### config.mk
export PLATFORM = sky130hd
export DESIGN_NAME = store_drain_buffer
export DESIGN_NICKNAME = d
export VERILOG_FILES = /design/src/rtl/store_drain_buffer.sv
export SDC_FILE = /design/constraint.sdc
export NUM_CORES = 2
export LEC_CHECK = 0
export CAP_MARGIN = 20
export CORE_MARGIN = 4
export CORE_UTILIZATION = 55
export CTS_BUF_LIST = sky130_fd_sc_hd__clkbuf_8
export CTS_CLUSTER_SIZE = 12
export DETAILED_ROUTE_END_ITERATION = 8
export PLACE_DENSITY = 0.76
export SLEW_MARGIN = 30
export SYNTH_ARGS = -nofsm -noshare
export SYNTH_HDL_FRONTEND = slang
export SYNTH_SLANG_ARGS = --single-unit
### constraint.sdc
create_clock -name clock -period 9.02 [get_ports clock]
set_input_delay 0.902 -clock clock [delete_from_list [all_inputs] [get_ports clock]]
set_output_delay 0.902 -clock clock [all_outputs]
set_load 0.05 [all_outputs]
### src/rtl/store_drain_buffer.sv
// store_drain_buffer
//   Write-combining buffer between the store queue and memory. Retired word
//   stores are merged into 8-byte block entries held in a circular FIFO; the
//   oldest entry is drained to memory (read-modify-write when the block is not
//   fully written). Buffered bytes are forwarded to the load unit.
//
//   Ports
//     clock, reset              clock; synchronous active-low reset
//     store_req_*               store request stream (valid/addr/data/byte_mask)
//     store_req_accepted        store consumed this cycle
//     load_req_addr             load lookup address
//     wcb_load_data/data_mask   forwarded bytes and the byte-valid mask
//     proc2mem_*                memory command/address/data
//     mem2proc_*                memory accept tag, data tag, returning data
//     wcb_empty                 no valid entries and drain machine idle
//     drain_state               drain machine state (0 IDLE, 1 LD_REQ, 2 LD_WAIT, 3 ST_REQ)
//
//   Handshake: a store transfers on a clock edge where store_req_valid and
//   store_req_accepted are both high. store_req_accepted is combinational and
//   may be high only while store_req_valid is high; the requester holds the
//   request stable until it is accepted.
module store_drain_buffer #(
   parameter int WCB_SZ   = 4,
   parameter int WCB_BITS = $clog2(WCB_SZ)
) (
   input  logic        clock,
   input  logic        reset,
   input  logic        store_req_valid,
   input  logic [31:0] store_req_addr,
   input  logic [31:0] store_req_data,
   input  logic [3:0]  store_req_byte_mask,
   output logic        store_req_accepted,
   input  logic [31:0] load_req_addr,
   output logic [31:0] wcb_load_data,
   output logic [3:0]  wcb_data_mask,
   output logic [1:0]  proc2mem_command,
   output logic [31:0] proc2mem_addr,
   output logic [63:0] proc2mem_data,
   input  logic [3:0]  mem2proc_transaction_tag,
   input  logic [3:0]  mem2proc_data_tag,
   input  logic [63:0] mem2proc_data,
   output logic        wcb_empty,
   output logic [1:0]  drain_state
);
   localparam logic [1:0] MEM_NONE  = 2'd0;
   localparam logic [1:0] MEM_LOAD  = 2'd1;
   localparam logic [1:0] MEM_STORE = 2'd2;

   typedef enum logic [1:0] {IDLE, LD_REQ, LD_WAIT, ST_REQ} drain_t;
   drain_t state, state_next;

   logic [WCB_SZ-1:0]   ent_valid;
   logic [28:0]         ent_blk  [WCB_SZ];
   logic [63:0]         ent_data [WCB_SZ];
   logic [7:0]          ent_mask [WCB_SZ];
   logic [WCB_BITS:0]   head, tail;
   logic [WCB_BITS-1:0] head_idx, tail_idx;
   logic [3:0]          tag_q;
   logic                full;

   // Address bits [1:0] are not used: requests are word granular.
   logic unused_addr_bits;
   assign unused_addr_bits = ^{store_req_addr[1:0], load_req_addr[1:0]};

   assign head_idx = head[WCB_BITS-1:0];
   assign tail_idx = tail[WCB_BITS-1:0];
   // Same slot index with differing wrap parity means the ring is full.
   assign full = (head_idx == tail_idx) && (head[WCB_BITS] != tail[WCB_BITS]);

   function automatic logic [63:0] expand(input logic [7:0] m);
      logic [63:0] e;
      for (int b = 0; b < 8; b++) e[b*8 +: 8] = {8{m[b]}};
      return e;
   endfunction

   // Place the word store into its half of the block.
   logic [28:0] req_blk;
   logic [7:0]  req_mask8;
   logic [63:0] req_data64;
   assign req_blk    = store_req_addr[31:3];
   assign req_mask8  = store_req_addr[2] ? {store_req_byte_mask, 4'b0} : {4'b0, store_req_byte_mask};
   assign req_data64 = store_req_addr[2] ? {store_req_data, 32'b0} : {32'b0, store_req_data};

   // The head entry stops accepting merges once the drain machine has left
   // IDLE; a store to that block then opens a fresh entry, so at most one
   // mergeable entry can match.
   logic                merge_hit;
   logic [WCB_BITS-1:0] merge_idx;
   always_comb begin
      merge_hit = 1'b0;
      merge_idx = '0;
      for (int i = 0; i < WCB_SZ; i++) begin
         if (ent_valid[i] && (ent_blk[i] == req_blk) &&
             !((WCB_BITS'(i) == head_idx) && (state != IDLE))) begin
            merge_hit = 1'b1;
            merge_idx = WCB_BITS'(i);
         end
      end
   end

   logic do_merge, do_alloc;
   assign store_req_accepted = store_req_valid && (merge_hit || !full);
   assign do_merge = store_req_accepted && merge_hit;
   assign do_alloc = store_req_accepted && !merge_hit;

   // Drain machine: next state and memory interface.
   logic latch_tag, fill_head, free_head;
   always_comb begin
      state_next       = state;
      proc2mem_command = MEM_NONE;
      proc2mem_addr    = '0;
      proc2mem_data    = '0;
      latch_tag        = 1'b0;
      fill_head        = 1'b0;
      free_head        = 1'b0;
      case (state)
         IDLE: begin
            if (ent_valid[head_idx])
               state_next = (ent_mask[head_idx] == 8'hFF) ? ST_REQ : LD_REQ;
         end
         LD_REQ: begin
            proc2mem_command = MEM_LOAD;
            proc2mem_addr    = {ent_blk[head_idx], 3'b000};
            if (mem2proc_transaction_tag != 4'd0) begin
               latch_tag  = 1'b1;
               state_next = LD_WAIT;
            end
         end
         LD_WAIT: begin
            if ((mem2proc_data_tag != 4'd0) && (mem2proc_data_tag == tag_q)) begin
               fill_head  = 1'b1;
               state_next = ST_REQ;
            end
         end
         ST_REQ: begin
            proc2mem_command = MEM_STORE;
            proc2mem_addr    = {ent_blk[head_idx], 3'b000};
            proc2mem_data    = ent_data[head_idx];
            if (mem2proc_transaction_tag != 4'd0) begin
               free_head  = 1'b1;
               state_next = IDLE;
            end
         end
         default: state_next = IDLE;
      endcase
   end

   always_ff @(posedge clock) begin
      if (!reset) begin
         state     <= IDLE;
         head      <= '0;
         tail      <= '0;
         tag_q     <= '0;
         ent_valid <= '0;
         for (int i = 0; i < WCB_SZ; i++) begin
            ent_blk[i]  <= '0;
            ent_data[i] <= '0;
            ent_mask[i] <= '0;
         end
      end else begin
         state <= state_next;
         if (latch_tag) tag_q <= mem2proc_transaction_tag;
         // Memory fills only the bytes no store has written; mask is kept so
         // forwarding still reports store bytes only.
         if (fill_head)
            ent_data[head_idx] <= (ent_data[head_idx] & expand(ent_mask[head_idx])) |
                                  (mem2proc_data & ~expand(ent_mask[head_idx]));
         if (do_merge) begin
            ent_data[merge_idx] <= (ent_data[merge_idx] & ~expand(req_mask8)) |
                                   (req_data64 & expand(req_mask8));
            ent_mask[merge_idx] <= ent_mask[merge_idx] | req_mask8;
         end
         if (do_alloc) begin
            ent_valid[tail_idx] <= 1'b1;
            ent_blk[tail_idx]   <= req_blk;
            ent_data[tail_idx]  <= req_data64;
            ent_mask[tail_idx]  <= req_mask8;
            tail                <= tail + (WCB_BITS+1)'(1);
         end
         if (free_head) begin
            ent_valid[head_idx] <= 1'b0;
            head                <= head + (WCB_BITS+1)'(1);
         end
      end
   end

   // Forwarding: walk entries oldest to youngest so the youngest match wins.
   logic [WCB_BITS-1:0] fwd_idx;
   logic [2:0]          fwd_lane;
   always_comb begin
      wcb_load_data = '0;
      wcb_data_mask = '0;
      fwd_idx       = '0;
      fwd_lane      = '0;
      for (int k = 0; k < WCB_SZ; k++) begin
         fwd_idx = head_idx + WCB_BITS'(k);
         if (ent_valid[fwd_idx] && (ent_blk[fwd_idx] == load_req_addr[31:3])) begin
            for (int b = 0; b < 4; b++) begin
               fwd_lane = {load_req_addr[2], 2'(b)};
               if (ent_mask[fwd_idx][fwd_lane]) begin
                  wcb_data_mask[b]       = 1'b1;
                  wcb_load_data[b*8 +: 8] = ent_data[fwd_idx][{fwd_lane, 3'b000} +: 8];
               end
            end
         end
      end
   end

   assign wcb_empty   = (head == tail) && (state == IDLE);
   assign drain_state = state;
endmodule

Word-level counts from Yosys, hierarchy flattened. Memories as Yosys holds them, arrays and structs flattened. A register that Yosys moved wholly into a read port is not among the register bits. Index checks and enable logic that the tools add are counted.

Flip-flop bits (word level): 16. RAM bits: 404. Bits of input ports: 175. Output and inout port bits: 138. Word-level logic and storage cells: 263. Memories kept: 3.

$add $sub $neg: 5. Order comparisons: 11. Equal/unequal tests: 23. Shift operators: 16. Mux-type cells: 144. Bitwise logic cells: 12. Reduce and logical (&&, ||, !) cells: 44.

Memories: ent_data (words 4, bits a word 64, read ports 5, clocked after Yosys merged registers in 1, write ports 4, line 54) `logic [63:0] ent_data [WCB_SZ];`; ent_blk (words 4, bits a word 29, read ports 8, clocked after Yosys merged registers in 1, write ports 4, line 53) `logic [28:0] ent_blk [WCB_SZ];`; ent_mask (words 4, bits a word 8, read ports 5, clocked after Yosys merged registers in 1, write ports 4, line 55) `logic [7:0] ent_mask [WCB_SZ];`.

Operators by type and width (number): 64-bit by 7-bit variable part select with 8-bit output (16); 64-bit 2-to-1 mux (5); 64-bit AND (4); 29-bit == test (8); 64-bit OR reduction (3); 32-bit 2-to-1 mux (5); 8-bit 2-to-1 mux (19); 64-bit NOT (2); 64-bit OR (2); 1-bit 2-to-1 mux (80); 2-bit 2-to-1 mux (19); 29-bit 2-to-1 mux (1); 29-bit OR reduction (1); 4-bit 2-to-1 mux (7); 1-bit logical AND (24); 3-bit by 4-bit < comparator with 1-bit output, second input constant (4); 8-bit OR reduction (2); 2-bit by 3-bit < comparator with 1-bit output, second input constant (5); 1-bit binary-select mux with 2-bit select (4); 8-bit == test, second input constant (1); 2-bit inequality test, second input constant (4); 8-bit OR (1); 2-bit case mux with 4 select lines (1); 4-bit nonzero test (2); other kinds (23) (35).

Longest topological paths before layout.
Word-level depth: 17. Depth in mapped cells: 22. Gate-level depth less buffers: 10.

Worst setup path after synthesis. Ideal clock, no wire load.

Kind: reg-to-output. From: register head[1]. To: output wcb_load_data[16]. Data arrival time: 5.926 ns. Data required time: 8.118 ns. Setup slack: 2.192 ns. Stages on the path, launching flop included: 23. Path buffers: 12. Path through: dfxtp_1 > buf_2 > buf_1 > buf_1 > clkbuf_1 > inv_1 > ha_1 > buf_6 > buf_12 > buf_12 > buf_6 > buf_6 > buf_6 > mux4_2 > xnor2_1 > nand4_1 > nor4_2 > buf_2 > nand2_1 > o22ai_4 > buf_8 > nand3_1 > a311oi_1.

Longest elaborated chain between the ends: 10. Elaborated cells on any way between the ends: 37. Classes of those cells: add/sub (3); eq/ne (3); shift (3); mux (21); reduce/logical (4); memory (3).

Ends and longest elaborated chain: start, declared (line 56) `logic [WCB_BITS:0] head, tail;`; start signal, assigned (line 182) `head <= head + (WCB_BITS+1)'(1);`; branches (longest 9 deep; another with memory read 4 x 64 bit); 32-bit 2-to-1 mux * (line 197) `if (ent_valid[fwd_idx] && (ent_blk[fwd_idx] == load_req_addr[31:3])) begin`; end, declared (line 34) `output logic [31:0] wcb_load_data,`.

Every way passes the cells marked *. The select of a mux whose other input is x is not followed.

Worst setup path after layout.
From: register head[0]. To: output wcb_load_data[0].

Same word-level chain as after synthesis.

==> flow_summary_export.csv <==
group,metric,value,unit
die,die_x,267.0,um
synthesis,synth_cell_type_count,69,
finish,layout-drive-gt1-share,17.33,%
placement,place_congestion,0.9864,
drt,vias_per_cell,7.515,
clocking,root_buffer,"clkbuf_8",
synthesis,syn_area,36910,um2
drt,dr.pass1.iters,8,
timing,finalSetupTns,0,ps
clocking,path_clk_slew,60,ps
timing,relSlewSlack,21.50,%
die,start_util,55.83,%
drt,routed_wl,143000,um
die,die-height,267.0,um
drt,avgRoutedWirePerCell,32.43,um
placement,dp.cells,4270,
finish,layout_common_cells,"edfxtp_1 (404), nand2_1 (370), mux2i_1 (368), mux4_2 (313), clkdlybuf4s50_1 (304)",
finish,fillers,5098,
timing,fin_skew,37.67,ps
clocking,htreeDepth,3,
timing,finalSetupViolCount,0,
timing,hold_slack,526.1,ps
grt,antenna_found_initial,7,
clocking,cts_buffer_depth,3,
die,die_area,71310,um2
timing,timing.fmax,113.1,MHz
critical_path,cp.required,8120,ps
clocking,post_cts_buffers,0,
placement,io_buffers,305,
synthesis,syn_inst,3359,
grt,grt_pass1_vias,33150,
clocking,cts-buffers-inserted,79,
critical_path,end_kind,"output port",
timing,drv_slew,0,
synthesis,async_reset_ff_share,0,%
grt,grt_max_degree,116,
timing,fin_crit_sh,98.07,%
grt,grt_pass1_wl,209900,um
drt,route.detailed.drc,0,
timing,rsz0062_at_grt,"no",
pwr,p_leak,0.01505,uW
die,rows,94,
synthesis,synth_top_flop_cell,"edfxtp_1",
finish,fin_cells,4411,
clocking,cts_sinks,422,
placement,dp_slack,1155,ps
synthesis,synth_seq_area_share,33.85,%
drt,vias,33150,
pwr,power,6303,uW
synthesis,synth_warnings,0,
placement,place_hpwl,90370,um
clocking,cts_resized,0,
die,ioPinCount,313,
die,core_area,66100,um2
critical_path,cp_max_fo,52,
finish,final_common_cell,"edfxtp_1",
grt,grtUsageTotal,39.10,%
clocking,cts_tree,"done",
synthesis,synth-edff-count,404,
hold_path,hold_class,"flip-flop to flip-flop",
timing,tightest_slew,1173,ps
synthesis,syn_avg_cell_area,10.99,um2
critical_path,cp-start-kind,"flip-flop",
critical_path,crit_chain,"inv_1, ha_4, mux4_2, xnor2_1, nor4_1, nand2_1, or4_1, nor2_2, buf_4, o211ai_1, a311oi_1, clkdlybuf4s50_1",
critical_path,worstPathArrival,7940,ps
finish,area_growth,13.33,%
clocking,insertion_delay,710,ps
run,maxCapViolCount,0,
timing,finalWorstSetupSlack,174.5,ps
drt,drt_iter0_drc,5182,
grt,gr-total-overflow,0,
timing,finalWorstPathRequiredPeriod,8846,ps
finish,final_nets,3677,
timing,hold_violations,0,
finish,regArea,12510,um2
synthesis,ys_ff_latch,422,
status,status,"finished, final reports clean",
pwr,irDropWorstVdd,0.0001043,V
critical_path,slowest_delay,990,ps
drt,detail-route-antenna-nets,0,
clocking,cts_hold_buf,0,
critical_path,critPathSlowestCell,"ha_4",
finish,multi_input_area,23000,um2
pwr,powerDensity,150.7,nW/um2
critical_path,criticalPathCategory,"flip-flop to output port",
## sequential cells by signal, indices dropped and copies added, names as in the netlist, named ones only
signal / cells
tail: 3
ent_blk: 116
ent_valid: 4
head: 3
ent_mask: 32
drain_state: 2
ent_data: 256
tag_q: 4
## cells in the mapped netlist, drive strengths merged, types with 50 or more instances
cell    number  area share, %
a211oi     118            2.4
nor2       196            2.0
mux2i      369             10
mux4       313             19
a21boi      72            1.5
nand2      371            3.8
clkbuf     216            2.2
o31ai       68            1.4
edfxtp     404             33
a21oi       50           0.68
a22oi       69            1.4
nand4       60            1.0
and2       223            3.8
nand3       67           0.91
mux2        80            2.4
xnor2      190            4.5
buf        114            1.8
## power breakdown
part | internal [uW] | switching, uW
registers | 2260 | 164
logic | 867 | 1200
clock network | 924 | 889
## stage by stage
step	instance area (um2)	util (%)
2_1_floorplan	36910	-
3_3_place_gp	40300	60.97
3_5_place_dp	40320	61.01
4_1_cts	41770	63.19
5_1_grt	41820	63.27
6_report	41830	63.28
## critical path: cells and delay by family, from the launching register on
kind | cells | cell delay, ps
compound gates | 2 | 730
fa+ha+maj | 1 | 990
mux | 1 | 430
buf+inv | 3 | 1750
xor+xnor | 1 | 190
flops | 1 | 710
simple gates | 4 | 2390
## kinds of logic after synthesis
group | share of synthesized area [%]
adders and majority gates | 0.4746
other | 0.01016
and+or+nand+nor | 13.97
AOI/OAI and AO/OA | 10.25
DFF | 33.85
xor gates and xnor gates | 5.648
muxes | 31.55
buffers and inverters | 4.251
## path summary, 6_finish.rpt
check           start          endpoint  slack (ps)  cells after the start
min reg2reg  tag_q[1]          tag_q[1]         530                      2
max           head[0]  wcb_load_data[0]         170                     12
min          tag_q[1]          tag_q[1]         530                      2
max reg2reg   head[1]   ent_data[1][54]        3090                     11
## final cells by class
| cell class | count | area share [%] |
|---|---|---|
| inverters | 27 | 0.2423 |
| diodes | 4 | 0.02393 |
| repair buffers | 376 | 8.807 |
| multi-input cells | 2582 | 55.00 |
| clock inverters | 54 | 0.7449 |
| flip-flops and latches | 422 | 29.90 |
| well taps | 864 | 2.585 |
| clock buffers | 82 | 2.698 |
## per-layer routing
metal	share of wire, %	track usage [%]	wire length (um)
met3	16	11.64	22730
met1	34	50.77	47920
met2	44	58.89	62990
met4	6.5	22.14	9368
met5	0.018	0	26
Note: power is estimated with default switching activity, not from simulation.
